$ cat config.mk
export PLATFORM = sky130hd
export DESIGN_NAME = rotation_scheduler_flat
export DESIGN_NICKNAME = d
export VERILOG_FILES = /design/src/rtl/rotation_scheduler_if.sv /design/src/rtl/rotation_scheduler.sv /design/src/flat_wrapper.sv
export SDC_FILE = /design/constraint.sdc
export NUM_CORES = 1
export LEC_CHECK = 0
export ABC_AREA = 1
export CORE_UTILIZATION = 40
export CTS_CLUSTER_SIZE = 28
export DETAILED_ROUTE_END_ITERATION = 8
export SLEW_MARGIN = 40
export SYNTH_ARGS = -nofsm -noshare
export SYNTH_HDL_FRONTEND = slang
export SYNTH_SLANG_ARGS = --single-unit
$ cat constraint.sdc
create_clock -name clkdv -period 2.5 [get_ports clkdv]
set_input_delay 0.75 -clock clkdv [delete_from_list [all_inputs] [get_ports clkdv]]
set_output_delay 0.75 -clock clkdv [all_outputs]
set_load 0.02 [all_outputs]
$ cat src/rtl/rotation_scheduler_if.sv
// Control pulses from the button debouncers and the rotation/scan outputs
// towards the char ROM and segment decoder.
interface rotation_scheduler_if #(
    parameter int POS_W = 4
);
    logic             start_pls;
    logic             pause_pls;
    logic             stop_pls;
    logic             step_pls;
    logic             dir;
    logic             load_en;
    logic [POS_W-1:0] load_pos;
    logic [POS_W-1:0] pos;
    logic [POS_W-1:0] char_idx;
    logic [1:0]       digit_sel;
    logic [3:0]       anode_n;
    logic             running;
    logic             step_done;

    modport master (
        output start_pls, pause_pls, stop_pls, step_pls, dir, load_en, load_pos,
        input  pos, char_idx, digit_sel, anode_n, running, step_done
    );

    modport slave (
        input  start_pls, pause_pls, stop_pls, step_pls, dir, load_en, load_pos,
        output pos, char_idx, digit_sel, anode_n, running, step_done
    );
endinterface

$ cat src/rtl/rotation_scheduler.sv
// Message rotation sequencer (run/pause/stop/step/load) plus 4-digit anode scan.
// Commands act on the next edge, step_done one cycle after an advance; no backpressure.
module rotation_scheduler #(
    parameter int TICKS_PER_STEP = 3125000,
    parameter int CNT_W          = 22,
    parameter int MSG_LEN        = 16,
    parameter int POS_W          = 4,
    parameter int SCAN_TICKS     = 1000
) (
    input  logic                clkdv,
    input  logic                reset,
    rotation_scheduler_if.slave bus
);
    localparam int SCAN_W = (SCAN_TICKS > 1) ? $clog2(SCAN_TICKS) : 1;

    localparam logic [1:0] ST_STOPPED = 2'd0;
    localparam logic [1:0] ST_RUNNING = 2'd1;
    localparam logic [1:0] ST_PAUSED  = 2'd2;

    localparam logic [CNT_W-1:0]  CNT_LAST  = CNT_W'(TICKS_PER_STEP - 1);
    localparam logic [POS_W-1:0]  POS_LAST  = POS_W'(MSG_LEN - 1);
    localparam logic [POS_W:0]    LEN_EXT   = (POS_W + 1)'(MSG_LEN);
    localparam logic [SCAN_W-1:0] SCAN_LAST = SCAN_W'(SCAN_TICKS - 1);

    logic [1:0]        state, state_nxt;
    logic [CNT_W-1:0]  cnt, cnt_nxt;
    logic [POS_W-1:0]  pos, pos_nxt, pos_adv;
    logic              advance;
    logic              step_done;
    logic [SCAN_W-1:0] scan_cnt;
    logic [1:0]        digit_sel;
    logic [POS_W:0]    idx_sum;

    always_comb begin
        pos_adv = pos;
        if (bus.dir) begin
            pos_adv = (pos == '0) ? POS_LAST : pos - POS_W'(1);
        end else begin
            pos_adv = (pos == POS_LAST) ? '0 : pos + POS_W'(1);
        end
    end

    // Fixed command priority: load > stop > pause > start > step. A present but
    // inapplicable higher command still masks the lower ones for that edge.
    always_comb begin
        state_nxt = state;
        cnt_nxt   = cnt;
        pos_nxt   = pos;
        advance   = 1'b0;
        if (bus.load_en) begin
            pos_nxt = ({1'b0, bus.load_pos} < LEN_EXT) ? bus.load_pos : '0;
            cnt_nxt = '0;
        end else if (bus.stop_pls) begin
            state_nxt = ST_STOPPED;
            cnt_nxt   = '0;
        end else if (bus.pause_pls) begin
            if (state == ST_RUNNING) begin
                state_nxt = ST_PAUSED;
            end
        end else if (bus.start_pls && (state != ST_RUNNING)) begin
            state_nxt = ST_RUNNING;
        end else if (state == ST_RUNNING) begin
            if (cnt == CNT_LAST) begin
                cnt_nxt = '0;
                advance = 1'b1;
            end else begin
                cnt_nxt = cnt + CNT_W'(1);
            end
        end else if (bus.step_pls) begin
            advance = 1'b1;
        end
        if (advance) begin
            pos_nxt = pos_adv;
        end
    end

    always_ff @(posedge clkdv) begin
        if (reset) begin
            state     <= ST_STOPPED;
            cnt       <= '0;
            pos       <= '0;
            step_done <= 1'b0;
        end else begin
            state     <= state_nxt;
            cnt       <= cnt_nxt;
            pos       <= pos_nxt;
            step_done <= advance;
        end
    end

    always_ff @(posedge clkdv) begin
        if (reset) begin
            scan_cnt  <= '0;
            digit_sel <= 2'd0;
        end else if (scan_cnt == SCAN_LAST) begin
            scan_cnt  <= '0;
            digit_sel <= digit_sel + 2'd1;
        end else begin
            scan_cnt  <= scan_cnt + SCAN_W'(1);
        end
    end

    assign idx_sum       = {1'b0, pos} + {{(POS_W - 1){1'b0}}, digit_sel};
    assign bus.char_idx  = (idx_sum >= LEN_EXT) ? POS_W'(idx_sum - LEN_EXT) : idx_sum[POS_W-1:0];
    assign bus.pos       = pos;
    assign bus.digit_sel = digit_sel;
    assign bus.anode_n   = ~(4'b0001 << digit_sel);
    assign bus.running   = (state == ST_RUNNING);
    assign bus.step_done = step_done;
endmodule

$ cat src/flat_wrapper.sv
// flat-port wrapper written by rule: the top's interface ports become plain ports
module rotation_scheduler_flat 
#(
    parameter int TICKS_PER_STEP = 3125000,
    parameter int CNT_W          = 22,
    parameter int MSG_LEN        = 16,
    parameter int POS_W          = 4,
    parameter int SCAN_TICKS     = 1000
)
  (clkdv, reset, bus_start_pls, bus_pause_pls, bus_stop_pls, bus_step_pls, bus_dir, bus_load_en, bus_load_pos, bus_pos, bus_char_idx, bus_digit_sel, bus_anode_n, bus_running, bus_step_done);
  rotation_scheduler_if #(.POS_W(POS_W)) bus_i ();
  input  logic clkdv;
  input  logic reset;
  input wire logic [$bits(bus_i.start_pls)-1:0] bus_start_pls;
  input wire logic [$bits(bus_i.pause_pls)-1:0] bus_pause_pls;
  input wire logic [$bits(bus_i.stop_pls)-1:0] bus_stop_pls;
  input wire logic [$bits(bus_i.step_pls)-1:0] bus_step_pls;
  input wire logic [$bits(bus_i.dir)-1:0] bus_dir;
  input wire logic [$bits(bus_i.load_en)-1:0] bus_load_en;
  input wire logic [$bits(bus_i.load_pos)-1:0] bus_load_pos;
  output wire logic [$bits(bus_i.pos)-1:0] bus_pos;
  output wire logic [$bits(bus_i.char_idx)-1:0] bus_char_idx;
  output wire logic [$bits(bus_i.digit_sel)-1:0] bus_digit_sel;
  output wire logic [$bits(bus_i.anode_n)-1:0] bus_anode_n;
  output wire logic [$bits(bus_i.running)-1:0] bus_running;
  output wire logic [$bits(bus_i.step_done)-1:0] bus_step_done;
  assign bus_i.start_pls = bus_start_pls;
  assign bus_i.pause_pls = bus_pause_pls;
  assign bus_i.stop_pls = bus_stop_pls;
  assign bus_i.step_pls = bus_step_pls;
  assign bus_i.dir = bus_dir;
  assign bus_i.load_en = bus_load_en;
  assign bus_i.load_pos = bus_load_pos;
  assign bus_pos = bus_i.pos;
  assign bus_char_idx = bus_i.char_idx;
  assign bus_digit_sel = bus_i.digit_sel;
  assign bus_anode_n = bus_i.anode_n;
  assign bus_running = bus_i.running;
  assign bus_step_done = bus_i.step_done;
  rotation_scheduler #(.TICKS_PER_STEP(TICKS_PER_STEP), .CNT_W(CNT_W), .MSG_LEN(MSG_LEN), .POS_W(POS_W), .SCAN_TICKS(SCAN_TICKS)) u_core (.clkdv(clkdv), .reset(reset), .bus(bus_i));
endmodule
After elaboration in Yosys (flattened, before gate mapping) --
Cells that the tools add are included.
Storage, ports and cells: bits in registers 41, input port bits 12, output and inout port bits 16, word-level logic and storage cells 51
Cells by class: add/sub/neg operators 7, magnitude comparators 1, equal/unequal tests 6, shifts and indexed selects 1, multiplexer cells 18, bitwise operators 4, reduce and logical (&&, ||, !) cells 8
Operators by type and width (number):
- $mux W4 | 6
- $add A22 B1 Y22 const B | 1
- $eq A22 B22 Y1 const B | 1
- $mux W22 | 1
- $add A10 B1 Y10 const B | 1
- $eq A10 B10 Y1 const B | 1
- $mux W2 | 4
- $sub A4 B1 Y4 const B | 2
- $mux W1 | 7
- $reduce_and A3 Y1 | 2
- $add A4 B2 Y5 | 1
- $ge A5 B5 Y1 const B | 1
- $add A4 B1 Y4 const B | 1
- $eq A4 B4 Y1 const B | 1
- $logic_not A4 Y1 | 1
- $not A4 Y4 | 1
- $shl A1 B2 Y4 const A | 1
- $ne A3 B1 Y1 const B | 1
- $not A1 Y1 | 3
- $reduce_bool A3 Y1 | 1
- $reduce_or A3 Y1 | 1
- $add A2 B1 Y2 const B | 1
- $eq A2 B1 Y1 const B | 1
- $ne A2 B1 Y1 const B | 1
- other kinds (3) | 3

Depth between registers and ports, before layout --
depth in word-level cells 8, gate-level depth with buffers 12, depth with buffers taken out 12

Least setup slack after synthesis --
No wires, ideal clock.
kind reg-to-output, start point register u_core.pos[0] (netlist: u_core.bus.pos[0]), end point output bus_char_idx[2], data arrival time 1.533 ns, required time 1.750 ns, path slack 0.217 ns, cell stages (with the launch flop) 5, path buffers 0, cell sequence dfxtp_1 -> ha_1 -> inv_1 -> fa_1 -> xnor2_1
Between the ends: longest elaborated chain between the ends 3, elaborated cells on any way between the ends 4, those cells by class add/sub: 2; order compare: 1; mux: 1
RTL lines:
- start, declared | line rotation_scheduler.sv:27 | logic [POS_W-1:0] pos, pos_nxt, pos_adv;
- start signal, assigned | line rotation_scheduler.sv:86 | pos <= pos_nxt;
- $add A4 B2 Y5 * | line rotation_scheduler.sv:103 | assign idx_sum = {1'b0, pos} + {{(POS_W - 1){1'b0}}, digit_sel};
- $sub A4 B1 Y4 or $ge A5 B5 Y1 (tied branches) | line rotation_scheduler.sv:104 | assign bus.char_idx = (idx_sum >= LEN_EXT) ? POS_W'(idx_sum - LEN_EXT) : idx_sum[POS_W-1:0];
- $mux W4 * | line rotation_scheduler.sv:104
- end, declared | line flat_wrapper.sv:22 | output wire logic [$bits(bus_i.char_idx)-1:0] bus_char_idx;
Mark *: on every way between the ends. The rest lies on a longest branch, timed or not.

Worst setup path in the final report --
Ends and elaborated chain as after synthesis.

==> results.sh <==
export IMPL_antenna_cells=0
export IMPL_fin_skew_ns=0.00754
export IMPL_seq_area_frac_synth_pct=34.6
export IMPL_grt_usage_pct=17.5
export IMPL_crit_required_ns=1.75
export IMPL_yosysWarnings=0
export IMPL_arrival_ns=1.67
export IMPL_setup_violations=0
export IMPL_intPower_mw=1.12
export IMPL_avgSynthCellArea_um2=6.78
export IMPL_ir_worst_vdd_uv=270
export IMPL_placedCellCount=455
export IMPL_clock_path_buffers=2
export IMPL_htreeDepth=2
export IMPL_p_per_area_mw_per_mm2=495
export IMPL_antenna_found_initial=0
export IMPL_synth_top_area_share_pct=34.6
export IMPL_ios=28
export IMPL_synthDistinctLibCells=29
export IMPL_fp_row_count=27
export IMPL_clkTransAtPathRegs_ns=0.08
export IMPL_hold_violations=0
export IMPL_nNetsFinal=414
export IMPL_clock_power_share_pct=43.9
export IMPL_place_gp_congestion=0.785
export IMPL_drtIter0Drc=108
export IMPL_grt_pass1_wl_mm=8.64
export IMPL_worst_path_max_fanout=2
export IMPL_drv_cap=0
export IMPL_hold_start="u_core.scan_cnt[0]$_SDFF_PP0_"
export IMPL_startpoint_type="flip-flop"
export IMPL_grt_pass1_vias=1944
export IMPL_die_x_um=79.0
export IMPL_period_needed_ns=2.42
export IMPL_yosys_top_cells_area="dfxtp_1 35%, nand2_1 12%, nor2_1 8.7%"
export IMPL_start_util_pct=42.3
export IMPL_finalCritPeriodShare_pct=96.7
export IMPL_tightestPinTransition_ns=0.343
export IMPL_drive_above_1_share_pct=7.67
export IMPL_syn_area_mm2=0.00237
export IMPL_status="completed"
export IMPL_core_mm2=0.00561
export IMPL_grt_max_degree=14
export IMPL_clock_latency_ns=0.29
export IMPL_fillCellCount=577
export IMPL_setup_tns_ns=0
export IMPL_firstDrtPassIters=4
export IMPL_fin_cells=463
export IMPL_fmax_mhz=414
export IMPL_cts_hold_buf=0
export IMPL_min_path_type="reg2reg"
export IMPL_cts_num_sinks=41
export IMPL_synth_seq_cells=41
export IMPL_p_seq_share_pct=46.4
export IMPL_area_delta_synth_final_pct=23.1
export IMPL_wl_mm=5.06
export IMPL_clockRootBuffer="clkbuf_8"
export IMPL_cp_end_kind="output pin"
export IMPL_die_area_mm2=0.00625
export IMPL_drc=0
export IMPL_slew_violations=0
export IMPL_p_sw_share_pct=22.4
export IMPL_rsz0062_at_grt="true"
export IMPL_vias_per_cell=4.77
export IMPL_startpoint="u_core.bus.pos[0]$_SDFFE_PP0P_"
export IMPL_cts_buffers=5
export IMPL_slew_headroom_pct=76.9
export IMPL_synth_nets=374
export IMPL_wl_per_cell_um=10.9
export IMPL_hpwl_mm=3.87
export IMPL_grt_overflow=0
export IMPL_p_leak_nw=1.20
export IMPL_comb_power_share_pct=9.7
export IMPL_synth_area_leader_cell="dfxtp_1"
export IMPL_synth_cells=350
export IMPL_p_sw_mw=0.324
export IMPL_numPortBuffers=27
export IMPL_path_class="reg2out"
export IMPL_postCtsSetupBuffers=0
export IMPL_tritoncts="done"
export IMPL_fp_dieH_um=79.0
export IMPL_r2r_start="u_core.cnt[0]$_SDFFE_PP0P_"
export IMPL_hold_ws_ns=0.448
export IMPL_vias=2208
export IMPL_antenna_left=0
==> cells in the mapped netlist <==
cell type / n
a21oi_1: 15
o21ai_2: 1
nand2_2: 2
fa_1: 1
nand2_1: 77
clkbuf_1: 1
nor3b_1: 4
nand2_4: 1
nand3_1: 28
a31oi_1: 1
nand4_1: 10
inv_1: 49
nor2_1: 55
dfxtp_1: 41
and3_1: 1
nand3b_1: 1
nor2_4: 5
or2_2: 2
nor4_1: 1
clkinv_1: 2
ha_1: 11
or2_0: 1
o21ai_0: 14
xor2_1: 11
nor3_1: 6
inv_2: 1
xnor2_1: 4
a211oi_1: 2
nor2_2: 2
==> kinds of logic (layout without fill, tap and decap cells) <==
| group | after synthesis | count (layout) | synth area share, % |
|---|---|---|---|
| AND/OR/NAND/NOR | 196 | 196 | 37.5 |
| buffers and inverters | 53 | 94 | 8.38 |
| flip-flops | 41 | 41 | 34.6 |
| AO/OA/AOI/OAI | 33 | 33 | 7.38 |
| XOR/XNOR | 15 | 15 | 5.53 |
| adder cells (fa/ha/maj) | 12 | 12 | 6.64 |
==> worst paths after layout <==
| path | to | slack, ns | cells after the start |
|---|---|---|---|
| worst max-delay path | bus_char_idx[2] | 0.08 | 5 |
| worst min-delay path | u_core.scan_cnt[0]$_SDFF_PP0_ | 0.45 | 1 |
| worst min register to register | u_core.scan_cnt[0]$_SDFF_PP0_ | 0.45 | 1 |
| worst max register to register | u_core.cnt[16]$_SDFFE_PP0P_ | 0.75 | 10 |
==> per-stage QoR <==
stage | util [%] | setup slack [ns] | area [um2] | power (mW)
2_1_floorplan | - | 0.217 | 2370 | 0.767
3_3_place_gp | 49.6 | 0.0854 | 2780 | 0.829
3_5_place_dp | 49.6 | 0.0697 | 2780 | 0.829
4_1_cts | 51.9 | 0.0219 | 2910 | 1.46
5_1_grt | 52.1 | -0.00894 | 2920 | 1.50
6_report | 52.1 | 0.0832 | 2920 | 1.45
==> registers in the layout, summed over array words and instances (netlist names) <==
| signal | flops |
|---|---|
| u_core.bus.step_done | 1 |
| u_core.bus.digit_sel | 2 |
| u_core.cnt | 22 |
| u_core.scan_cnt | 10 |
| u_core.state | 2 |
| u_core.bus.pos | 4 |
==> per-layer routing <==
layer / vias up / track usage (%) / part of all wire (%)
met5: - / 0 / 0
met4: 0 / 4.36 / 0.91
met3: 6 / 3.45 / 4.3
met2: 33 / 27.8 / 42
met1: 978 / 24.2 / 53
li1: 1191 / - / -
==> critical path, stage by stage (launching register included) <==
cell	delay, ns
dfxtp_1	0.33
ha_1	0.17
inv_1	0.06
fa_1	0.37
xnor2_1	0.14
clkdlybuf4s15_1	0.31
==> layout make-up <==
class / count / area (um2) / share of cell area [%]
clock buffers: 5 / 68.8 / 2.36
repair buffers: 34 / 327 / 11.2
well taps: 72 / 90.1 / 3.08
flip-flops and latches: 41 / 822 / 28.1
multi-input cells: 256 / 1350 / 46.3
clock inverters: 3 / 65.1 / 2.23
inverters: 52 / 195 / 6.68
==> layout by cell type (no fill, tap or decap), types with 4 or more instances in the layout <==
master / instances
clkbuf_8: 5
nor2_1: 55
inv_1: 49
xnor2_1: 4
nor3_1: 6
a21oi_1: 15
nand2_1: 77
nand4_1: 10
ha_1: 11
xor2_1: 11
buf_4: 7
nor3b_1: 4
o21ai_0: 14
clkdlybuf4s50_1: 22
dfxtp_1: 40
nand3_1: 28
nor2_4: 5
==> what timing repair did <==
action                     in CTS  in global routing
pin swaps                       0                  0
gates resized for setup         3                  5
gates cloned                    0                  0
setup endpoints to repair       3                  4
==> power by group through the flow <==
stage	Combinational, mW	Clock [mW]	Sequential [mW]
floorplan	0.0737	0	0.693
global placement	0.143	0	0.687
detailed placement	0.142	0	0.687
CTS	0.141	0.649	0.671
global route	0.156	0.675	0.673
finish	0.140	0.635	0.671
Power figures use the tool's default switching activity.
